`src/rtl/input_peripheral.sv`:
```
// Memory-mapped input peripheral: synchronises switches and buttons, debounces
// the buttons, latches press events (write-1-to-clear) and counts presses.
module input_peripheral #(
    parameter int DEBOUNCE_CYCLES = 50000
) (
    input  logic        clk_i,
    input  logic        rst_ni,
    input  logic        st_en_i,
    input  logic [11:0] addr_i,
    input  logic [31:0] st_data_i,
    input  logic [16:0] io_sw_i,
    input  logic [3:0]  io_btn_i,
    output logic [31:0] ld_data_o
);

    localparam int               CNT_W    = $clog2(DEBOUNCE_CYCLES);
    localparam logic [CNT_W-1:0] CNT_MAX  = CNT_W'(DEBOUNCE_CYCLES - 1);
    localparam logic [CNT_W-1:0] CNT_ZERO = {CNT_W{1'b0}};
    localparam logic [CNT_W-1:0] CNT_ONE  = CNT_W'(1);
    localparam logic [11:0]      ADDR_SW   = 12'h900;
    localparam logic [11:0]      ADDR_BTN  = 12'h910;
    localparam logic [11:0]      ADDR_EDGE = 12'h920;
    localparam logic [11:0]      ADDR_CNT  = 12'h930;

    function automatic logic [2:0] popcount4(input logic [3:0] v);
        popcount4 = {2'b00, v[0]} + {2'b00, v[1]} + {2'b00, v[2]} + {2'b00, v[3]};
    endfunction

    logic [16:0]      sw_sync1_q;
    logic [16:0]      sw_sync2_q;
    logic [3:0]       btn_sync1_q;
    logic [3:0]       btn_sync2_q;
    logic [3:0]       btn_press_s;
    logic [3:0]       btn_db_q;
    logic [3:0]       btn_db_d;
    logic [CNT_W-1:0] cnt_q [4];
    logic [CNT_W-1:0] cnt_d [4];
    logic [3:0]       press_s;
    logic [2:0]       press_num_s;
    logic [3:0]       edge_clr_s;
    logic [3:0]       edge_q;
    logic [3:0]       edge_d;
    logic [15:0]      press_cnt_q;
    logic [15:0]      press_cnt_d;
    logic             unused_s;

    assign unused_s    = ^st_data_i[31:4];
    assign btn_press_s = ~btn_sync2_q;

    // Two-flop synchronisers; buttons idle high (released)
    always_ff @(posedge clk_i or negedge rst_ni) begin
        if (!rst_ni) begin
            sw_sync1_q  <= 17'd0;
            sw_sync2_q  <= 17'd0;
            btn_sync1_q <= 4'hF;
            btn_sync2_q <= 4'hF;
        end else begin
            sw_sync1_q  <= io_sw_i;
            sw_sync2_q  <= sw_sync1_q;
            btn_sync1_q <= io_btn_i;
            btn_sync2_q <= btn_sync1_q;
        end
    end

    // Debounce: a level is accepted after DEBOUNCE_CYCLES differing samples in a row
    always_comb begin
        btn_db_d = btn_db_q;
        press_s  = 4'b0000;
        for (int i = 0; i < 4; i++) begin
            if (btn_press_s[i] == btn_db_q[i]) begin
                cnt_d[i] = CNT_ZERO;
            end else if (cnt_q[i] == CNT_MAX) begin
                cnt_d[i]    = CNT_ZERO;
                btn_db_d[i] = ~btn_db_q[i];
                press_s[i]  = ~btn_db_q[i];
            end else begin
                cnt_d[i] = cnt_q[i] + CNT_ONE;
            end
        end
    end

    // Edge register (set beats clear) and press counter (store reloads with this cycle's presses)
    always_comb begin
        press_num_s = popcount4(press_s);
        if (st_en_i && (addr_i == ADDR_EDGE)) begin
            edge_clr_s = st_data_i[3:0];
        end else begin
            edge_clr_s = 4'b0000;
        end
        edge_d = (edge_q & ~edge_clr_s) | press_s;
        if (st_en_i && (addr_i == ADDR_CNT)) begin
            press_cnt_d = {13'd0, press_num_s};
        end else begin
            press_cnt_d = press_cnt_q + {13'd0, press_num_s};
        end
    end

    // State registers for debounce, events and counter
    always_ff @(posedge clk_i or negedge rst_ni) begin
        if (!rst_ni) begin
            btn_db_q    <= 4'b0000;
            edge_q      <= 4'b0000;
            press_cnt_q <= 16'd0;
            for (int i = 0; i < 4; i++) begin
                cnt_q[i] <= CNT_ZERO;
            end
        end else begin
            btn_db_q    <= btn_db_d;
            edge_q      <= edge_d;
            press_cnt_q <= press_cnt_d;
            for (int i = 0; i < 4; i++) begin
                cnt_q[i] <= cnt_d[i];
            end
        end
    end

    // Combinational read mux
    always_comb begin
        ld_data_o = 32'h0000_0000;
        case (addr_i)
            ADDR_SW:   ld_data_o = {15'd0, sw_sync2_q};
            ADDR_BTN:  ld_data_o = {28'd0, btn_db_q};
            ADDR_EDGE: ld_data_o = {28'd0, edge_q};
            ADDR_CNT:  ld_data_o = {16'd0, press_cnt_q};
            default:   ld_data_o = 32'h0000_0000;
        endcase
    end

endmodule

```
`config.mk`:
```
export PLATFORM = sky130hd
export DESIGN_NAME = input_peripheral
export DESIGN_NICKNAME = d
export VERILOG_FILES = /design/src/rtl/input_peripheral.sv
export SDC_FILE = /design/constraint.sdc
export NUM_CORES = 1
export LEC_CHECK = 0
export ABC_AREA = 1
export ABC_CLOCK_PERIOD_IN_PS = 3200
export CAP_MARGIN = 10
export CORE_MARGIN = 3
export CORE_UTILIZATION = 56
export CTS_CLUSTER_SIZE = 40
export DETAILED_ROUTE_END_ITERATION = 7
export DONT_BUFFER_PORTS = 1
export PLACE_DENSITY = 0.84
export SLEW_MARGIN = 25
export SYNTH_ARGS = -nofsm -noshare
export SYNTH_HDL_FRONTEND = slang
export SYNTH_SLANG_ARGS = --single-unit
```
`constraint.sdc`:
```
create_clock -name clk_i -period 3.2 [get_ports clk_i]
set_input_delay 0.64 -clock clk_i [delete_from_list [all_inputs] [get_ports clk_i]]
set_output_delay 0.64 -clock clk_i [all_outputs]
set_load 0.01 [all_outputs]
```
==> impl_metrics.yaml <==
status:
  result_of_the_run: "complete, but fails checks"
  violations_in_the_final_reports: "hold timing, setup timing"
worst_setup_path:
  worst_setup_path_end_kind: "flip-flop"
  critical_path.max_fanout: 4
  startpoint_of_the_worst_slack_reg_to_reg_timing_path: "cnt_q[49]"
  start_kind: "flip-flop"
  worstPathRequired_ps: 3510
  crit_type: "reg2reg"
  reg2reg_depth: 19
  r2r_setup_slack_ps: -7
  worstPathArrival_ps: 3520
  rr_endpoint: "press_cnt_q[10]"
sta:
  finalHoldWorstSlack_ps: -75.8
  fin_crit_sh_pct: 100
  timing.max_slew.rel_slack_pct: 64.9
  post-route-worst-setup-slack_ps: -6.94
  tightest_slew_ps: 524
  final_hold_fails: 122
  slew_viol_final: 0
  fin_skew_ps: 10.8
  setup_failing_eps_final: 1
  max_freq_mhz: 312
  timing.final.crit_period_ps: 3210
  grt_setup_unrepaired: "yes"
power:
  powerDensity_nw_per_um2: 484
  largest_vdd_supply_drop_mv: 0.675
  post-layout-total-power_mw: 3.77
  cellLeakagePower_nw: 3.63
job:
  max_capacitance_violation_total: 0
layout:
  finalNetCount: 943
  area_growth_pct: 20.9
  fin_util_pct: 70.6
  final_cells: 1017
  fraction_of_final_layout_cells_sized_beyond_drive_strength_1_pct: 20.0
logic_synthesis:
  synth.ff_latch_count: 130
  yosysSeqAreaShare_pct: 50.7
  syn-cell-area_um2: 6440
  syn_inst: 787
  syn_area_per_cell_um2: 8.18
  ys.warnings.count: 0
  post_synth_num_cell_types: 33
floorplan:
  num_rows: 38
  floorplan.die.height_um: 113
  io_pins: 100
  die_w_um: 113
  placeable_core_region_um2: 11000
  floorplan.die_area_um2: 12800
  start_util_pct: 58.3
clocking:
  clock_path_buffers: 2
  root_buffer: "sky130_fd_sc_hd__clkbuf_16"
  numCtsBuffers: 17
  cts.htree.levels: 4
  cts.reportedPaths.clkPinSlew_ps: 60
  numClockSinks: 130
  clock_tree_from_tritoncts: "done"
  clock_latency_late_sink_ps: 420
drt:
  violation_count_after_the_first_detailed_route_iteration: 507
  detailroute.via_count: 5499
  drt-pass1-iter-count: 6
  drt_wl_total_mm: 15.1
  remaining_drc_errors: 0
  route.antenna.remaining_nets: 0
  avgViaCountPerCell: 5.41
  avgRoutedWirePerCell_um: 14.9
hold_path:
  holdCritPathClass: "in2async"
global_routing:
  grt_remaining_overflow: 0
  wire_length_of_the_first_global_routing_pass_mm: 23.9
  grt_use_total_pct: 23.5
  vias_in_the_first_global_route: 5284
  grt_antenna_before_repair: 1
  grt_start_max_net_pins: 131
place:
  placed_cell_count: 975
  gpl.final_weighted_congestion: 0.917
  numPortBuffers: 0
  preCtsSetupSlack_ps: -155
  dp_hpwl_mm: 9.74
[stage by stage]
stage	cell area [um2]	TNS, ps
2_1_floorplan	6490	0
4_1_cts	7590	0
5_1_grt	7780	-656
6_report	7780	-6.94
3_3_place_gp	6920	-287
3_5_place_dp	6920	-1000
[worst max-delay path, stage by stage (launching register included)]
cell and delay (ps):
sky130_fd_sc_hd__dfrtp_1 350, sky130_fd_sc_hd__ha_2 220, sky130_fd_sc_hd__nand3_4 90, sky130_fd_sc_hd__nor2_4 130, sky130_fd_sc_hd__nand3_4 100, sky130_fd_sc_hd__fa_1 570, sky130_fd_sc_hd__inv_2 60, sky130_fd_sc_hd__ha_4 170
sky130_fd_sc_hd__ha_4 260, sky130_fd_sc_hd__inv_2 40, sky130_fd_sc_hd__fa_2 400, sky130_fd_sc_hd__inv_2 70, sky130_fd_sc_hd__nand2_2 40, sky130_fd_sc_hd__nand2_2 90, sky130_fd_sc_hd__nand2_2 80, sky130_fd_sc_hd__nor2_4 140
sky130_fd_sc_hd__buf_6 120, sky130_fd_sc_hd__nand2_2 40, sky130_fd_sc_hd__nand2_1 80, sky130_fd_sc_hd__a21oi_2 40
[cells by family after synthesis]
| logic type | synth area share, % |
|---|---|
| xor+xnor | 2.99 |
| other cells | 0.0583 |
| flops | 50.7 |
| buf+inv | 8.13 |
| simple gates | 31.9 |
| compound gates | 3.81 |
| fa+ha+maj | 2.37 |
[where the power goes]
group | leakage (nW) | switching [mW] | internal (mW) | total, mW
logic | 1.67 | 0.0576 | 0.0324 | 0.0900
registers | 1.66 | 0.0233 | 1.69 | 1.71
clock network | 0.292 | 0.689 | 1.28 | 1.97
[registers in the layout (all words and copies together), names as in the netlist]
name         flops
press_cnt_q     16
btn_sync2_q      4
edge_q           4
sw_sync2_q      17
btn_sync1_q      4
cnt_q           64
sw_sync1_q      17
btn_db_q         4
[Yosys cell counts (all sizes together)]
library cell,number,share of area [%]
nand2,170,10
nor2,156,10
dfrtp,122,47
inv,101,5.9
nand3,79,6.3
nand4,24,2.3
o21ai,24,1.9
nor3,23,2.4
buf,19,2.2
xor2,15,2.0
a21oi,14,1.1
ha,9,1.7
dfstp,8,3.3
xnor2,7,0.95
a31oi,4,0.39
nor3b,3,0.35
fa,2,0.62
o21bai,2,0.23
a211oi,1,0.12
a21o,1,0.12
and3,1,0.097
conb,1,0.058
nor4,1,0.097
[placed cells by master, fill, tap and decap left out, drive strengths merged]
master    count
a211oi        1
a21o          1
a21oi        14
a31oi         4
and3          1
buf          63
bufinv        3
clkbuf       22
clkinv        3
clkinvlp      2
conb         15
dfrtp       122
dfstp         8
diode         1
fa            2
ha            9
inv         102
nand2       170
nand3        79
nand4        24
nor2        156
nor3         23
nor3b         3
nor4          1
o21ai        24
o21bai        2
xnor2         7
xor2         15
[how the worst max path moves through the flow]
stage	from	to	slack (ps)	cells past startpoint
final	cnt_q[49]	press_cnt_q[10]	-7	19
after global routing	cnt_q[49]	press_cnt_q[12]	-120	19
after CTS	cnt_q[1]	press_cnt_q[9]	7	19
after detailed placement	cnt_q[1]	press_cnt_q[8]	-160	18
after global placement	cnt_q[0]	press_cnt_q[10]	-80	19
after floorplan	cnt_q[32]	press_cnt_q[12]	6	18
[routing by layer]
metal  track usage (%)  up-vias  routed length, um
li1                  -     2633                  -
met1              30.5     2611               6140
met2              37.4      225               7530
met3              6.20       30               1040
met4              10.2        0                414
met5                 0        -                  0
[repair_timing]
item / CTS / global route
endpoints found under the setup margin: 11 / 13
gates cloned: 0 / 0
buffers inserted: 0 / 10
pin swaps: 6 / 17
endpoints found under the hold margin: 122 / 122
gates resized for setup: 20 / 31
[cell type report]
class / count / area, um2
fillers: 804 / 3250
well taps: 140 / 175
clock inverters: 9 / 129
diodes: 1 / 2.50
multi-input cells: 551 / 2880
inverters: 101 / 379
repair buffers: 63 / 477
clock buffers: 22 / 474
flip-flops and latches: 130 / 3260
Note: power is estimated with default switching activity, not from simulation.
